**config.mk**
```make
export PLATFORM = sky130hd
export DESIGN_NAME = neural_layer_seq
export DESIGN_NICKNAME = d
export VERILOG_FILES = /design/src/rtl/neural_layer_seq.sv
export SDC_FILE = /design/constraint.sdc
export NUM_CORES = 1
export LEC_CHECK = 0
export BUFFER_PORTS_ARGS = -buffer_cell sky130_fd_sc_hd__buf_2
export CAP_MARGIN = 20
export CORE_UTILIZATION = 40
export DETAILED_ROUTE_END_ITERATION = 12
export PLACE_DENSITY = 0.62
export SETUP_SLACK_MARGIN = 0.15
export SLEW_MARGIN = 15
export SYNTH_ARGS = -nofsm -noshare
export SYNTH_HDL_FRONTEND = slang
export SYNTH_SLANG_ARGS = --single-unit
```
**constraint.sdc**
```tcl
create_clock -name clk -period 7.3 [get_ports clk]
set_input_delay 1.825 -clock clk [delete_from_list [all_inputs] [get_ports clk]]
set_output_delay 1.825 -clock clk [all_outputs]
set_load 0.005 [all_outputs]
```
**src/rtl/neural_layer_seq.sv**
```systemverilog
// neural_layer_seq: serial-load N_IN x N_NEU neural layer evaluated on one shared MAC unit.
// Defining RELU_EN adds the relu_out port carrying the saturated ReLU value of each neuron.
module neural_layer_seq #(
   parameter int unsigned N_IN  = 4,
   parameter int unsigned N_NEU = 4,
   parameter int unsigned DW    = 8
) (
   input  logic                clk,
   input  logic                reset,
   input  logic                data_valid,
   input  logic                changes,
   input  logic [DW-1:0]       data_in,
   output logic [N_NEU-1:0]    final_output,
   output logic                out_valid,
   output logic                busy
`ifdef RELU_EN
   ,
   output logic [N_NEU*DW-1:0] relu_out
`endif
);

   localparam int unsigned ACC_W = 2*DW + $clog2(N_IN+1) + 1;
   localparam int unsigned IW    = (N_IN  > 1) ? $clog2(N_IN)  : 1;
   localparam int unsigned NW    = (N_NEU > 1) ? $clog2(N_NEU) : 1;
   localparam int unsigned XCW   = $clog2(N_IN+1);
   localparam int unsigned FW    = $clog2(N_IN+2);

   typedef enum logic [1:0] {S_LOAD_X, S_LOAD_W, S_COMPUTE, S_DONE} state_t;

   state_t             r_state;
   logic [DW-1:0]      r_x  [N_IN];
   logic [DW-1:0]      r_th [N_NEU];
   logic [DW-1:0]      r_b  [N_NEU];
   logic [DW-1:0]      r_w  [N_NEU][N_IN];
   logic [XCW-1:0]     r_xcnt;
   logic [FW-1:0]      r_fld;
   logic [NW-1:0]      r_lneu;
   logic               r_wfull;
   logic [NW-1:0]      r_cneu;
   logic [FW-1:0]      r_step;
   logic [ACC_W-1:0]   r_acc;
   logic [N_NEU-1:0]   r_res;
`ifdef RELU_EN
   localparam logic [ACC_W-1:0] DMAX = ACC_W'({DW{1'b1}});
   logic [DW-1:0]      r_relu [N_NEU];
`endif

   logic [IW-1:0]      w_xidx;
   logic [NW-1:0]      w_lneu;
   logic [IW-1:0]      w_widx;
   logic [IW-1:0]      w_cidx;
   logic [ACC_W-1:0]   w_prod;
   logic               w_gt;

   // Load order runs from the top index downward; compute walks inputs upward.
   assign w_xidx = IW'(N_IN-1) - IW'(r_xcnt);
   assign w_lneu = NW'(N_NEU-1) - r_lneu;
   assign w_widx = IW'(N_IN + 1 - 32'(r_fld));
   assign w_cidx = IW'(32'(r_step) - 1);
   assign w_prod = ACC_W'(r_w[r_cneu][w_cidx]) * ACC_W'(r_x[w_cidx]);
   assign w_gt   = r_acc > ACC_W'(r_th[r_cneu]);

   always_ff @(posedge clk) begin
      if (reset) begin
         r_state      <= S_LOAD_X;
         final_output <= '0;
         out_valid    <= 1'b0;
         busy         <= 1'b0;
         r_xcnt       <= '0;
         r_fld        <= '0;
         r_lneu       <= '0;
         r_wfull      <= 1'b0;
         r_cneu       <= '0;
         r_step       <= '0;
         r_acc        <= '0;
         r_res        <= '0;
         for (int i = 0; i < N_IN; i++) r_x[i] <= '0;
         for (int j = 0; j < N_NEU; j++) begin
            r_th[j] <= '0;
            r_b[j]  <= '0;
            for (int i = 0; i < N_IN; i++) r_w[j][i] <= '0;
         end
`ifdef RELU_EN
         relu_out <= '0;
         for (int j = 0; j < N_NEU; j++) r_relu[j] <= '0;
`endif
      end else begin
         out_valid <= 1'b0;
         case (r_state)
            S_LOAD_X: begin
               if (data_valid && (r_xcnt < XCW'(N_IN))) begin
                  r_x[w_xidx] <= data_in;
                  r_xcnt      <= r_xcnt + XCW'(1);
               end
               if (changes) begin
                  r_state <= S_LOAD_W;
                  r_xcnt  <= '0;
                  r_fld   <= '0;
                  r_lneu  <= '0;
                  r_wfull <= 1'b0;
               end
            end
            S_LOAD_W: begin
               // Per neuron: th, b, then weights from the highest index down.
               if (data_valid && !r_wfull) begin
                  if (r_fld == '0)            r_th[w_lneu] <= data_in;
                  else if (r_fld == FW'(1))   r_b[w_lneu]  <= data_in;
                  else                        r_w[w_lneu][w_widx] <= data_in;
                  if (r_fld == FW'(N_IN+1)) begin
                     r_fld <= '0;
                     if (r_lneu == NW'(N_NEU-1)) r_wfull <= 1'b1;
                     else                        r_lneu  <= r_lneu + NW'(1);
                  end else begin
                     r_fld <= r_fld + FW'(1);
                  end
               end
               if (changes) begin
                  r_state <= S_COMPUTE;
                  busy    <= 1'b1;
                  r_cneu  <= '0;
                  r_step  <= '0;
               end
            end
            S_COMPUTE: begin
               if (r_step == '0) begin
                  r_acc <= ACC_W'(r_b[r_cneu]);
               end else if (r_step <= FW'(N_IN)) begin
                  r_acc <= r_acc + w_prod;
               end else begin
                  r_res[r_cneu] <= w_gt;
`ifdef RELU_EN
                  r_relu[r_cneu] <= !w_gt ? '0 :
                                    (r_acc > DMAX) ? {DW{1'b1}} : r_acc[DW-1:0];
`endif
               end
               if (r_step == FW'(N_IN+1)) begin
                  r_step <= '0;
                  if (r_cneu == NW'(N_NEU-1)) begin
                     r_state <= S_DONE;
                     busy    <= 1'b0;
                  end else begin
                     r_cneu <= r_cneu + NW'(1);
                  end
               end else begin
                  r_step <= r_step + FW'(1);
               end
            end
            S_DONE: begin
               final_output <= r_res;
               out_valid    <= 1'b1;
               r_state      <= S_LOAD_X;
`ifdef RELU_EN
               for (int j = 0; j < N_NEU; j++) relu_out[j*DW +: DW] <= r_relu[j];
`endif
            end
            default: r_state <= S_LOAD_X;
         endcase
      end
   end

endmodule

```
==> results.txt <==
Share of synthesized cell area in full adder, half adder and majority cells - 0.1184
Setup Skew - 13.18 ps
Total clock sinks - 272
Cell count after placement - 1,735
Die height - 198.4 um
Detailed router's first-iteration violation count - 626
Routed Wire Length - 36,170 um
Classification of the worst-slack hold path - flip-flop to flip-flop
Detailed-route DRC error count - 0
Endpoint of the lowest-slack register-to-register path - r_acc[19]
Later-pin clock latency in the skew report - 560 ps
Via count of the first global-routing pass - 9,650
Final clock period utilization by the worst path - 0.8559
Total inserted antenna cells - 0
Starting utilization of the core area - 0.4077
Highest Signal Layer - met4
Routed Antenna Nets - 0
Worst Tran Pin Value - 1034 ps
Number of iterations in the first detailed-routing pass - 4
Number of hold-slack violations in the final timing report - 0
Synth cell types - 54
Max FO, Critical Path - 33
Final-report max-slew violation count - 0
CTS buffer count - 30
Sequential-to-total area share from yosys stat - 0.4983
Run status - finished, final reports clean
HP Start - busy
Sort of element at the end of the critical path - flip-flop
Number of flops mapped to enable cells by yosys - 224
Clock tree from TritonCTS - done
RD Place Congestion - 0.8311
Async set or reset register ratio after synthesis - 0
Pin count of the biggest net entering global routing - 55
Via total after detailed routing - 9,572
Depth of the CTS H-tree - 1
Syn-to-layout area delta - 10.92%
Horizontal die dimension - 198.4 um
Remaining max-slew budget at the tightest pin - 0.3056
Synthesized-area fraction occupied by and/or/nand/nor cells - 0.1641
Floorplan Core Area - 37,840 um2
RSZ-0062 raised after global routing - false
Post-synthesis mux area share - 0.1033
Setup violations, final - 0
Number of warnings reported in the yosys synthesis log - 0
Worst Hold Endpoint - busy
Final HPWL DP - 24,670 um
Post-layout minimum cycle time - 6248 ps
Share of cells above drive strength 1 - 0.1241
Post-synthesis cell type with the largest combined area - sky130_fd_sc_hd__edfxtp_1
Detailed route wirelength on metal2 - 17,240 um
Synthesized area per cell - 12.24 um2
Ports - 18
Routed met3 length - 1903 um
Compound-Gate Fraction of Synth Area - 0.05701
Area enclosed by the die boundary - 39,360 um2
Pwr Density - 328.9 nW/um2
Leakage power - 7.075 nW
Commonest cells after routing, fill and taps aside - 224 x sky130_fd_sc_hd__edfxtp_1, 140 x sky130_fd_sc_hd__and2_1, 133 x sky130_fd_sc_hd__and3_1, 123 x sky130_fd_sc_hd__inv_1, 66 x sky130_fd_sc_hd__ha_1
Net count of the mapped netlist - 1,389
Number of storage elements in the synthesis netlist - 272
Initial antenna violation count - 0
Routed metal-1 wirelength - 16,610 um
WL per Instance - 20.18 um
Total grt overflow - 0
Buffers inserted during post-CTS setup optimization - 0
Rows - 71
Kind of start point of the critical path - flip-flop
Required arrival time at the worst endpoint - 7780 ps
Total standard cell area after synthesis - 15,430 um2
Leading cell type in the layout, fill and taps excluded - sky130_fd_sc_hd__edfxtp_1
Max frequency - 0.1601 GHz
First-pass GRT wire length - 56,890 um
Fin cells - 1,792
Dominant combinational cell family by area after synthesis - simple AND/OR/NAND/NOR gates
Area contributors post-synth - sky130_fd_sc_hd__edfxtp_1 44%, sky130_fd_sc_hd__mux4_2 8.2%, sky130_fd_sc_hd__fa_1 6.5%
Minimum setup slack among reg-to-reg paths - 1050 ps
Root Driver - sky130_fd_sc_hd__clkbuf_16
Count of buffers inserted at the top-level ports - 17
Post-layout net count - 1,385
Peak ir drop on the vdd network - 0.1635 mV
Total track usage - 0.1893
Ys flop type - sky130_fd_sc_hd__edfxtp_1
Detail-routed via count per cell - 5.342
Max-cap violation count - 0
Largest buffer count on any clock path - 3
Critical setup path kind - flip-flop to flip-flop
Clock slew seen by the registers of the worst setup and hold paths - 60 ps
Share of Yosys cell area claimed by the top area cell type - 0.4360
Number of buffers inserted by hold repair at cts - 0
Setup TNS - 0 ps
Synthesized netlist cell count - 1,261
Count of instances resized after the clock tree is built - 0
Area share of xor/xnor cells in the synthesized design - 0.007380
Arrival time reported for the critical path endpoint - 6730 ps
Number of cells on the worst reg-to-reg path - 18
Worst hold path depth - 2
-- worst max path at each step --
stage / slack [ps] / depth (start not counted) / end
floorplan: 990 / 23 / r_acc[15]
global placement: 1010 / 18 / r_acc[15]
detailed placement: 1000 / 18 / r_acc[15]
CTS: 990 / 18 / r_acc[19]
global route: 640 / 18 / r_acc[19]
finish: 1050 / 18 / r_acc[19]
-- logic make-up after synthesis --
logic type | Yosys count
flops | 272
xor+xnor | 13
buf+inv | 203
mux | 76
simple gates | 453
compound gates | 128
fa+ha+maj | 116
-- report_power, final --
group / leakage [nW] / internal, W / switching (W)
logic: 3.90 / 0.000868 / 0.00128
clock network: 0.518 / 0.000993 / 0.000635
registers: 2.66 / 0.00178 / 0.0000728
-- flip-flops by register name (all words and copies together), names as in the netlist, 4 cells and up, named ones only --
register and cells:
r_acc 20, final_output 4, r_w 128, r_b 32, r_th 32, r_res 4
r_x 32
-- area by class of cell --
class                      count  area, um2
multi-input combinational    786       6967
inverter                     123      461.7
clock buffer                  40      849.6
sequential                   272       7692
timing repair buffer          44      285.3
tap                          511      639.4
fill                        3484      20730
clock inverter                16      219.0
-- stage by stage --
stage / total power [W] / hold WS, ps / util / instance area, um2 / setup slack (ps)
3_3_place_gp: 0.004012 / 496.9 / 0.4234 / 16020 / 1012
3_5_place_dp: 0.004038 / 494.3 / 0.4236 / 16030 / 997.7
6_report: 0.005629 / 502.8 / 0.4522 / 17110 / 1052
2_1_floorplan: 0.003536 / 449.2 / - / 15430 / 992.5
4_1_cts: 0.005673 / 506.6 / 0.4518 / 17100 / 992.9
5_1_grt: 0.006057 / 514.4 / 0.4522 / 17110 / 644.7
-- synthesized netlist by cell type, types with 2 or more instances --
master,instances
sky130_fd_sc_hd__a2111oi_0,5
sky130_fd_sc_hd__a211oi_1,13
sky130_fd_sc_hd__a21o_1,14
sky130_fd_sc_hd__a21oi_1,24
sky130_fd_sc_hd__a22o_1,8
sky130_fd_sc_hd__a22oi_1,8
sky130_fd_sc_hd__a311o_1,2
sky130_fd_sc_hd__a311oi_1,4
sky130_fd_sc_hd__a31oi_1,5
sky130_fd_sc_hd__and2_1,140
sky130_fd_sc_hd__and3_1,133
sky130_fd_sc_hd__buf_1,3
sky130_fd_sc_hd__buf_2,7
sky130_fd_sc_hd__clkbuf_1,68
sky130_fd_sc_hd__dfxtp_1,48
sky130_fd_sc_hd__edfxtp_1,224
sky130_fd_sc_hd__fa_1,50
sky130_fd_sc_hd__ha_1,66
sky130_fd_sc_hd__inv_1,123
sky130_fd_sc_hd__mux2_2,2
sky130_fd_sc_hd__mux2i_1,10
sky130_fd_sc_hd__mux4_1,8
sky130_fd_sc_hd__mux4_2,56
sky130_fd_sc_hd__nand2_1,59
sky130_fd_sc_hd__nand2b_1,9
sky130_fd_sc_hd__nand3_1,12
sky130_fd_sc_hd__nand3b_1,4
sky130_fd_sc_hd__nand4_1,5
sky130_fd_sc_hd__nor2_1,56
sky130_fd_sc_hd__nor2b_1,13
sky130_fd_sc_hd__nor3_1,9
sky130_fd_sc_hd__nor3b_1,3
sky130_fd_sc_hd__nor4_1,5
sky130_fd_sc_hd__o211ai_1,4
sky130_fd_sc_hd__o21a_1,2
sky130_fd_sc_hd__o21ai_0,20
sky130_fd_sc_hd__o21bai_1,2
sky130_fd_sc_hd__o22ai_1,5
sky130_fd_sc_hd__o31ai_1,5
sky130_fd_sc_hd__or3_1,2
sky130_fd_sc_hd__xnor2_1,9
sky130_fd_sc_hd__xor2_1,4
-- metal layers --
layer / GRT usage / up-vias
li1: - / 4506
met1: 0.2684 / 4804
met2: 0.3128 / 225
met3: 0.02611 / 37
met4: 0.03330 / 0
met5: 0 / -
-- worst max-delay path, stage by stage (launching register included) --
cell	delay, ps
sky130_fd_sc_hd__dfxtp_4	770
sky130_fd_sc_hd__mux4_2	640
sky130_fd_sc_hd__mux4_2	600
sky130_fd_sc_hd__and2_1	190
sky130_fd_sc_hd__fa_1	470
sky130_fd_sc_hd__inv_1	50
sky130_fd_sc_hd__fa_1	470
sky130_fd_sc_hd__inv_1	50
sky130_fd_sc_hd__fa_1	530
sky130_fd_sc_hd__inv_1	60
sky130_fd_sc_hd__fa_1	530
sky130_fd_sc_hd__inv_1	40
sky130_fd_sc_hd__ha_1	350
sky130_fd_sc_hd__a21oi_1	250
sky130_fd_sc_hd__nor2b_1	80
sky130_fd_sc_hd__o311ai_0	420
sky130_fd_sc_hd__nand3_1	230
sky130_fd_sc_hd__a311o_1	320
sky130_fd_sc_hd__o211ai_1	90
Note: power is estimated with default switching activity, not from simulation.
